===== src/rtl/fifo_read_ctrl_if.sv =====
// -----------------------------------------------------------------------------
// fifo_read_ctrl_if
//   Bundles the FIFO read port and the downstream valid/ready stream used by
//   fifo_read_ctrl. The controller connects through the master modport; the
//   FIFO/consumer side (or a testbench) connects through the slave modport.
//
//   Signals
//     fifo_empty  FIFO empty flag                        (slave -> master)
//     fifo_dout   FIFO read data, 1 clk after fifo_rd    (slave -> master)
//     fifo_rd     FIFO read strobe                       (master -> slave)
//     m_valid     downstream data valid                  (master -> slave)
//     m_ready     downstream ready                       (slave -> master)
//     m_data      downstream data, oldest buffered word  (master -> slave)
//     rd_count    words delivered downstream, wrapping   (master -> slave)
//     busy        word in flight or buffer non-empty     (master -> slave)
// -----------------------------------------------------------------------------
interface fifo_read_ctrl_if #(
    parameter int DATA_W = 8,
    parameter int CNT_W  = 16
);
    logic              fifo_empty;
    logic [DATA_W-1:0] fifo_dout;
    logic              fifo_rd;
    logic              m_valid;
    logic              m_ready;
    logic [DATA_W-1:0] m_data;
    logic [CNT_W-1:0]  rd_count;
    logic              busy;

    modport master (
        input  fifo_empty,
        input  fifo_dout,
        input  m_ready,
        output fifo_rd,
        output m_valid,
        output m_data,
        output rd_count,
        output busy
    );

    modport slave (
        output fifo_empty,
        output fifo_dout,
        output m_ready,
        input  fifo_rd,
        input  m_valid,
        input  m_data,
        input  rd_count,
        input  busy
    );
endinterface


===== src/rtl/fifo_read_ctrl.sv =====
// -----------------------------------------------------------------------------
// fifo_read_ctrl
//   Read-side controller for a synchronous FIFO whose read data is registered
//   (valid one clock after an accepted read). Words are popped from the FIFO
//   and re-presented downstream as a valid/ready stream. A 2-entry skid buffer
//   absorbs the one-cycle read latency so that one word per clock is sustained
//   with no loss or duplication.
//
//   Parameters
//     DATA_W  width of FIFO data and m_data
//     CNT_W   width of the delivered-word counter
//
//   Ports
//     clk     system clock, all logic on posedge
//     rst     synchronous reset, active-low (0 = reset)
//     en      1 = new FIFO reads allowed; 0 = stop reading, drain the buffer
//     bus     fifo_read_ctrl_if.master: FIFO read port + downstream stream
// -----------------------------------------------------------------------------
module fifo_read_ctrl #(
    parameter int DATA_W = 8,
    parameter int CNT_W  = 16
) (
    input  logic              clk,
    input  logic              rst,
    input  logic              en,
    fifo_read_ctrl_if.master  bus
);

    // Skid buffer state: r_buf0 is always the head (oldest word).
    logic [1:0]        r_occ;
    logic              r_inflight;
    logic [DATA_W-1:0] r_buf0;
    logic [DATA_W-1:0] r_buf1;
    logic [CNT_W-1:0]  r_count;

    logic              w_pop;
    logic              w_rd;
    logic [2:0]        w_level;
    logic [1:0]        w_slot;
    logic              w_wr_head;

    // Read decision looks at the occupancy the buffer will have after this
    // cycle's capture and pop; a read issued now lands one cycle later, so it
    // must find a free slot then. This makes m_ready -> fifo_rd combinational.
    always_comb begin
        w_pop     = (r_occ != 2'd0) && bus.m_ready;
        w_level   = {1'b0, r_occ} + {2'b00, r_inflight} - {2'b00, w_pop};
        w_rd      = rst && en && !bus.fifo_empty && (w_level < 3'd2);
        // Slot the arriving word goes to, counted after the head has advanced.
        w_slot    = r_occ - {1'b0, w_pop};
        w_wr_head = (w_slot == 2'd0);
    end

    always_ff @(posedge clk) begin
        if (!rst) begin
            r_occ      <= '0;
            r_inflight <= 1'b0;
            r_buf0     <= '0;
            r_buf1     <= '0;
            r_count    <= '0;
        end else begin
            r_inflight <= w_rd;
            r_occ      <= r_occ + {1'b0, r_inflight} - {1'b0, w_pop};

            if (w_pop) begin
                r_buf0  <= r_buf1;
                r_count <= r_count + CNT_W'(1);
            end

            // Capture overrides the shift above when it targets the head
            // (buffer empty, or single entry being popped this cycle).
            if (r_inflight) begin
                if (w_wr_head) begin
                    r_buf0 <= bus.fifo_dout;
                end else begin
                    r_buf1 <= bus.fifo_dout;
                end
            end
        end
    end

    assign bus.fifo_rd  = w_rd;
    assign bus.m_valid  = (r_occ != 2'd0);
    assign bus.m_data   = r_buf0;
    assign bus.rd_count = r_count;
    assign bus.busy     = r_inflight || (r_occ != 2'd0);

    // Safety properties of the read/skid-buffer protocol.
    a_no_rd_on_empty : assert property (@(posedge clk)
        !(bus.fifo_rd && bus.fifo_empty));

    a_occ_range : assert property (@(posedge clk) disable iff (!rst)
        (r_occ <= 2'd2) && (w_level <= 3'd2));

    a_data_stable : assert property (@(posedge clk) disable iff (!rst)
        (bus.m_valid && !bus.m_ready) |=> $stable(bus.m_data));

    a_no_pop_invalid : assert property (@(posedge clk) disable iff (!rst)
        !bus.m_valid |=> $stable(bus.rd_count));

endmodule

===== src/flat_wrapper.sv =====
// flat-port wrapper written by rule: the top's interface ports become plain ports
module fifo_read_ctrl_flat 
#(
    parameter int DATA_W = 8,
    parameter int CNT_W  = 16
)
  (clk, rst, en, bus_fifo_empty, bus_fifo_dout, bus_m_ready, bus_fifo_rd, bus_m_valid, bus_m_data, bus_rd_count, bus_busy);
  fifo_read_ctrl_if #(.DATA_W(DATA_W), .CNT_W(CNT_W)) bus_i ();
  input  logic clk;
  input  logic rst;
  input  logic en;
  input wire logic [$bits(bus_i.fifo_empty)-1:0] bus_fifo_empty;
  input wire logic [$bits(bus_i.fifo_dout)-1:0] bus_fifo_dout;
  input wire logic [$bits(bus_i.m_ready)-1:0] bus_m_ready;
  output wire logic [$bits(bus_i.fifo_rd)-1:0] bus_fifo_rd;
  output wire logic [$bits(bus_i.m_valid)-1:0] bus_m_valid;
  output wire logic [$bits(bus_i.m_data)-1:0] bus_m_data;
  output wire logic [$bits(bus_i.rd_count)-1:0] bus_rd_count;
  output wire logic [$bits(bus_i.busy)-1:0] bus_busy;
  assign bus_i.fifo_empty = bus_fifo_empty;
  assign bus_i.fifo_dout = bus_fifo_dout;
  assign bus_i.m_ready = bus_m_ready;
  assign bus_fifo_rd = bus_i.fifo_rd;
  assign bus_m_valid = bus_i.m_valid;
  assign bus_m_data = bus_i.m_data;
  assign bus_rd_count = bus_i.rd_count;
  assign bus_busy = bus_i.busy;
  fifo_read_ctrl #(.DATA_W(DATA_W), .CNT_W(CNT_W)) u_core (.clk(clk), .rst(rst), .en(en), .bus(bus_i));
endmodule

===== config.mk =====
export PLATFORM = sky130hd
export DESIGN_NAME = fifo_read_ctrl_flat
export DESIGN_NICKNAME = d
export VERILOG_FILES = /design/src/rtl/fifo_read_ctrl_if.sv /design/src/rtl/fifo_read_ctrl.sv /design/src/flat_wrapper.sv
export SDC_FILE = /design/constraint.sdc
export NUM_CORES = 1
export LEC_CHECK = 0
export BUFFER_PORTS_ARGS = -buffer_cell sky130_fd_sc_hd__buf_2
export CAP_MARGIN = 20
export CORE_ASPECT_RATIO = 1.4
export CORE_MARGIN = 10
export CORE_UTILIZATION = 51
export CTS_CLUSTER_DIAMETER = 80
export DETAILED_ROUTE_END_ITERATION = 12
export PLACE_DENSITY = 0.77
export SLEW_MARGIN = 20
export SYNTH_ARGS = -nofsm -noshare
export SYNTH_HDL_FRONTEND = slang
export SYNTH_SLANG_ARGS = --single-unit

===== constraint.sdc =====
create_clock -name clk -period 2.51 [get_ports clk]
set_input_delay 0.6275 -clock clk [delete_from_list [all_inputs] [get_ports clk]]
set_output_delay 0.6275 -clock clk [all_outputs]
set_load 0.05 [all_outputs]

==> results of run 1 <==
[stage by stage]
step                 util  instances
floorplan               -        185
global placement    0.628        260
detailed placement  0.628        260
CTS                 0.679        269
global route        0.687        270
finish              0.687        270
[power by group through the flow]
stage               clock network, mW  logic [mW]  registers [mW]
floorplan                           0      0.0571           0.619
global placement                    0       0.128           0.587
detailed placement                  0       0.129           0.587
CTS                             0.531       0.133           0.575
global route                    0.561       0.147           0.575
finish                          0.528       0.136           0.574
[how the worst min path moves through the flow]
stage	start	end	slack, ns	depth (start not counted)
2_1_floorplan	u_core.r_buf1[0]	u_core.r_buf1[0]	0.44	2
6_report	u_core.r_buf1[0]	u_core.r_buf1[0]	0.47	2
3_5_place_dp	u_core.r_buf1[0]	u_core.r_buf1[0]	0.46	2
3_3_place_gp	u_core.r_buf1[2]	u_core.r_buf1[2]	0.45	2
4_1_cts	u_core.r_buf1[0]	u_core.r_buf1[0]	0.47	2
5_1_grt	u_core.r_buf1[2]	u_core.bus.m_data[2]	0.50	2
[registers in the layout, indices dropped and copies added, names as in the netlist]
name                 cells
u_core.r_occ             2
u_core.bus.rd_count     16
u_core.bus.m_data        8
u_core.r_inflight        1
u_core.r_buf1            8
[repair_timing]
| item | 4_1_cts | 5_1_grt |
|---|---|---|
| setup endpoints to repair | 1 | 1 |
| pin swaps | 3 | 3 |
| hold endpoints to repair | 0 | 0 |
| cloned | 0 | 0 |
| gates resized for setup | 6 | 4 |
| buffers inserted | 1 | 1 |
[synthesized netlist by cell type, types with 2 or more instances]
cell type	count	area (um2)
dfxtp_1	35	701
nand2_1	34	128
nor2_1	21	78.8
nand3_1	13	65.1
o21ai_0	10	50.1
xnor2_1	10	87.6
a311oi_1	8	70.1
inv_1	6	22.5
nor4_1	6	37.5
clkbuf_1	4	15.0
a21oi_1	3	15.0
ha_1	3	37.5
nand2b_1	3	18.8
nor3_1	3	15.0
or3_1	3	18.8
and2_1	2	12.5
buf_2	2	10.0
buf_4	2	15.0
mux2i_1	2	20.0
nand4_1	2	12.5
nand4_2	2	25.0
xor2_1	2	17.5
[cells by family after synthesis]
kind of cell / Yosys count / synth area share
AO/OA/AOI/OAI: 25 / 0.108
adder cells (fa/ha/maj): 4 / 0.0370
XOR/XNOR: 12 / 0.0676
flip-flops: 35 / 0.451
multiplexers: 2 / 0.0129
AND/OR/NAND/NOR: 93 / 0.284
buffers and inverters: 14 / 0.0402
[cell type report]
class                   count  area, um2
flip-flops and latches     35        704
multi-input cells         136        832
clock buffers               6       82.6
well taps                  37       46.3
repair buffers             48        275
fillers                   250        908
inverters                   6       22.5
clock inverters             2       35.0
[worst min-delay path: cells and delay by family, from the launching register on]
family	cells	cell delay, ns
DFF	1	0.31
and+or+nand+nor	1	0.05
AOI/OAI and AO/OA	1	0.06
[cells in the final DEF (no fill, tap or decap), types with 5 or more instances in the layout]
cell type	instances
dfxtp_1	34
xnor2_1	10
buf_4	9
nand2_1	33
nor4_1	5
o21ai_0	10
nor2_1	21
a311oi_1	8
nand3_1	13
clkbuf_8	6
inv_1	6
buf_2	37
[per-layer routing]
layer	up-vias	GRT usage
met4	0	0.0535
met3	8	0.0605
li1	734	-
met2	30	0.238
met5	-	0
met1	667	0.146
==> impl_results.md, run 1 <==
- Pwr dens: 619 nW/um2
- Largest net degree at the start of global routing: 24
- Wl on met1: 1550 um
- WHS: 0.473 ns
- EDFF count, synth: 0
- Cell Area, Placed: 1820 um2
- Mapped Nets: 202
- R2R depth: 7
- CTS H-tree depth: 2
- Final net count: 249
- Sequential area share after synthesis: 0.451
- WL per Instance: 14.1 um
- Outcome: complete, but fails checks
- Max Clk Rate: 0.375 GHz
- Initial Util: 0.535
- Via-per-instance ratio: 5.33
- Fin crit share: 1.06
- Flop-to-flop setup slack: 0.66 ns
- First-pass GRT wire length: 6320 um
- GRT overflow: 0
- Synthesized area: 1560 um2
- Comb power frac: 0.110
- Seq cells post-synth: 35
- Flop pwr share: 0.464
- Final slew viol count: 0
- LEAKAGE: 0.826 nW
- Crit path cell chain: buf_6 -> nand3b_1 -> nand2_2 -> ha_4 -> fa_2 -> nor4_4 -> buf_6
- Root Buffer: clkbuf_8
- Worst setup path endpoint: bus_fifo_rd
- Antenna cells: 0
- CTS Buf Count: 5
- IO Count: 40
- Worst vdd ir: 578 uV
- Sw power: 308 uW
- R2R Path End: u_core.bus.m_data[0]
- CP startpoint: bus_m_ready
- GPL Wtd Cong: 0.748
- Final setup violation count: 1
- RR Startpoint: u_core.r_occ[0]
- Die W: 66.7 um
- Die Height: 85.3 um
- Worst EP arrival: 2.04 ns
- Sw Ratio: 0.249
- CP dominant cell by count: buf_6
- Syn_area_per_cell: 8.41 um2
- Critical Path Max Stage Delay: 0.45 ns
- Synth Warn #: 0
- WL met3: 248 um
- CTS tree: done
- Count of hold-fix buffers inserted at cts: 0
- Startpoint Class: input pin
- Number of port buffers: 39
- Crit Path Category: in2out
- Ys flop type: dfxtp_1
- Vias in the first global route: 1,400
- HPWL Detailed: 2760 um
- Met2 wire len: 1940 um
- Layout Skew: 0.00266 ns
- Pwr Total: 1.24 mW
- GRT Overall Usage: 0.140
- Final WL: 3810 um
- Crit-path slowest cell: fa_2
- Cell family with most CP delay: adder cells
- Library cells used by synthesis: 31
- Final setup TNS: -0.155 ns
- Initial antenna violation count: 0
- Crit. path cell count: 7
- Max_cap viols: 0
- Clk_lat worst skew: 0.29 ns
- Clk pwr share: 0.426
- DR vias: 1,439
- Failing checks: negative setup slack
- Worst path bufs/invs: 2
- Clk pin slew, worst setup/hold paths: 0.07 ns
- Synthesized instance count: 185
- Slew HR: 0.530
- Core Area: 2910 um2
- Final instance area: 2000 um2
- Worst-Margin Slew: 0.705 ns
- Cell Int Power: 930 uW
- Critical Path Fanout Max: 3
- FFs w/ async S/R, synth: 0
- First-pass DRT Iterations: 4
- Fin crit period: 2.66 ns
- Max Used Layer: met4
- DRC viols: 0
- Final Hold Violating Endpoints: 0
- Area Growth Syn to Fin: 28.5%
- Initial DRC count: 69
- Pre-CTS setup slack: -0.279 ns
- Worst Setup End Kind: output pin
- Die area: 5690 um2
- RSZ-0062 raised after global routing: true
- Worst Slack Setup Final: -0.155 ns
- Data required time of the critical path: 1.88 ns
- Sink Count: 35
- ANT nets after route: 0
- Site Rows: 23
- Clock Tree Buf Depth: 2
- Share of layout cells above drive strength 1: 0.292
- Hold Path Class: reg2reg
Power figures use the tool's default switching activity.
==> run 2: changes to the inputs <==
--- a/config.mk
+++ b/config.mk
@@ -7,7 +7,7 @@
 export LEC_CHECK = 0
 export BUFFER_PORTS_ARGS = -buffer_cell sky130_fd_sc_hd__buf_2
 export CAP_MARGIN = 20
-export CORE_ASPECT_RATIO = 1.4
+export CORE_ASPECT_RATIO = 1.25
 export CORE_MARGIN = 10
 export CORE_UTILIZATION = 51
 export CTS_CLUSTER_DIAMETER = 80
==> run 2 against run 1 <==
Net effect: the flow still finishes with violations (negative setup slack); wire length shrank 5.2%; die area shrank 0.31%; register-to-register slack better by 0.02 ns; sequential share of layout area increased by 1.3 points; first-iteration DRC count shrank 23%; clock power decreased by 19%; combinational power shrank 4%; clock-buffer cell count is the same; setup slack worse by 0.035 ns; fmax shrank 1.3%; critical path type unchanged.
==> impl_results.md, run 2 (same netlist as run 1, synthesis figures left out) <==
- Initial Util: 0.528 (was 0.535)
- Fin crit period: 2.70 ns (was 2.66 ns)
- Largest net degree at the start of global routing: 24 (unchanged)
- Clk_lat worst skew: 0.34 ns (was 0.29 ns)
- DR vias: 1,423 (was 1,439)
- Initial DRC count: 53 (was 69)
- Max_cap viols: 0 (unchanged)
- Post-cts resize count: 3 (was 6)
- First-pass DRT Iterations: 4 (unchanged)
- First-pass GRT wire length: 6530 um (was 6320 um)
- Final Hold Violating Endpoints: 0 (unchanged)
- Hold Path Class: reg2reg (unchanged)
- Leading cell type in the layout, fill and taps excluded: buf_2 (unchanged)
- Max Clk Rate: 0.370 GHz (was 0.375 GHz)
- Hold Crit Start: u_core.r_buf1[0] (unchanged)
- Site Rows: 22 (was 23)
- Worst vdd ir: 524 uV (was 578 uV)
- Most frequent cells in the layout: buf_2 (38), nand2_1 (34), dfxtp_1 (34) (was buf_2 (37), dfxtp_1 (34), nand2_1 (33))
- Final setup TNS: -0.190 ns (was -0.155 ns)
- Number of port buffers: 39 (unchanged)
- Die W: 69.4 um (was 66.7 um)
- Hold path endpoint: u_core.r_buf1[0] (unchanged)
- Share of layout cells above drive strength 1: 0.277 (was 0.292)
- Slew HR: 0.533 (was 0.530)
- Worst Setup End Kind: output pin (unchanged)
- Area Growth Syn to Fin: 23.6% (was 28.5%)
- Die Height: 81.7 um (was 85.3 um)
- Vias in the first global route: 1,481 (was 1,400)
- Root Buffer: clkbuf_4 (was clkbuf_8)
- LEAKAGE: 0.795 nW (was 0.826 nW)
- DRC viols: 0 (unchanged)
- Worst Slack Setup Final: -0.190 ns (was -0.155 ns)
- R2R depth: 6 (was 7)
- Outcome: complete, but fails checks (unchanged)
- GPL Wtd Cong: 0.772 (was 0.748)
- Final WL: 3610 um (was 3810 um)
- Final net count: 247 (was 249)
- Critical Path Fanout Max: 3 (unchanged)
- Worst EP arrival: 2.07 ns (was 2.04 ns)
- Crit Path Category: in2out (unchanged)
- Final slew viol count: 0 (unchanged)
- Largest register FFs: 16 (unchanged)
- CTS H-tree depth: 2 (unchanged)
- Pwr dens: 590 nW/um2 (was 619 nW/um2)
- CTS tree: done (unchanged)
- Final setup violation count: 1 (unchanged)
- Fillers: 255 (was 250)
- Clock Tree Buf Depth: 2 (unchanged)
- Core Area: 2950 um2 (was 2910 um2)
- Pwr Total: 1.13 mW (was 1.24 mW)
- Hold Crit Depth: 2 (unchanged)
- RR Startpoint: u_core.r_occ[0] (unchanged)
- Layout Skew: 0.00370 ns (was 0.00266 ns)
- GRT Overall Usage: 0.138 (was 0.140)
- Footprint of the multi-input gates: 812 um2 (was 832 um2)
- Fin crit share: 1.08 (was 1.06)
- Flop-to-flop setup slack: 0.68 ns (was 0.66 ns)
- Sink Count: 35 (unchanged)
- RSZ-0062 raised after global routing: true (unchanged)
- Failing checks: negative setup slack (unchanged)
- Post-CTS setup buffer count: 0 (was 1)
- IO Count: 40 (unchanged)
- CTS Buf Count: 5 (unchanged)
- WL per Instance: 13.5 um (was 14.1 um)
- GRT overflow: 0 (unchanged)
- Via-per-instance ratio: 5.33 (about the same)
- Clk pin slew, worst setup/hold paths: 0.11 ns (was 0.07 ns)
- Register area: 702 um2 (was 704 um2)
- Data required time of the critical path: 1.88 ns (about the same)
- Worst-Margin Slew: 0.700 ns (was 0.705 ns)
- WHS: 0.478 ns (was 0.473 ns)
- Initial antenna violation count: 0 (unchanged)
- ANT nets after route: 0 (unchanged)
- Die area: 5670 um2 (was 5690 um2)
- R2R Path End: u_core.bus.m_data[6] (was u_core.bus.m_data[0])
- Pre-CTS setup slack: -0.275 ns (was -0.279 ns)
- Count of hold-fix buffers inserted at cts: 0 (unchanged)
- HPWL Detailed: 2690 um (was 2760 um)
- Antenna cells: 0 (unchanged)
- Util after Layout: 0.653 (was 0.687)
- Startpoint Class: input pin (unchanged)
## run 2: where the power goes
group	switching, mW	internal [mW]
clock	0.194	0.235
sequential	0.00725	0.567
combinational	0.0918	0.0382
total	0.293	0.841
## run 2: stage by stage
stage	cell area, um2	cells
CTS	1920	267
finish	1920	267
detailed placement	1820	259
global route	1920	267
floorplan	1570	185
global placement	1820	259
## run 2: layer usage
layer | part of all wire | global-route usage | vias to the layer above
li1 | - | - | 728
met1 | 0.42 | 0.134 | 651
met2 | 0.47 | 0.245 | 34
met3 | 0.077 | 0.0627 | 10
met4 | 0.032 | 0.0726 | 0
met5 | 0 | 0 | -
## run 2: worst max-delay path by stage
| stage | start | endpoint | slack [ns] | cells past startpoint |
|---|---|---|---|---|
| finish | bus_m_ready | bus_fifo_rd | -0.19 | 7 |
| global route | u_core.r_occ[0] | bus_fifo_rd | -0.28 | 6 |
| CTS | bus_m_ready | bus_fifo_rd | -0.19 | 7 |
| detailed placement | bus_m_ready | bus_fifo_rd | -0.27 | 7 |
| global placement | bus_m_ready | bus_fifo_rd | -0.22 | 7 |
| floorplan | bus_m_ready | bus_fifo_rd | -0.35 | 5 |
## run 2: area by class of cell
type,instances,share of cell area
clock inverter,2,0.0182
inverter,6,0.0117
sequential,35,0.365
multi-input combinational,136,0.423
tap,36,0.0234
timing repair buffer,46,0.132
clock buffer,6,0.0267
## run 2: worst max-delay path: stages
cell and delay [ns]:
buf_2 0.11, nand2b_1 0.14, nand2_1 0.08, ha_2 0.17
fa_2 0.47, nor4_4 0.28, buf_6 0.19
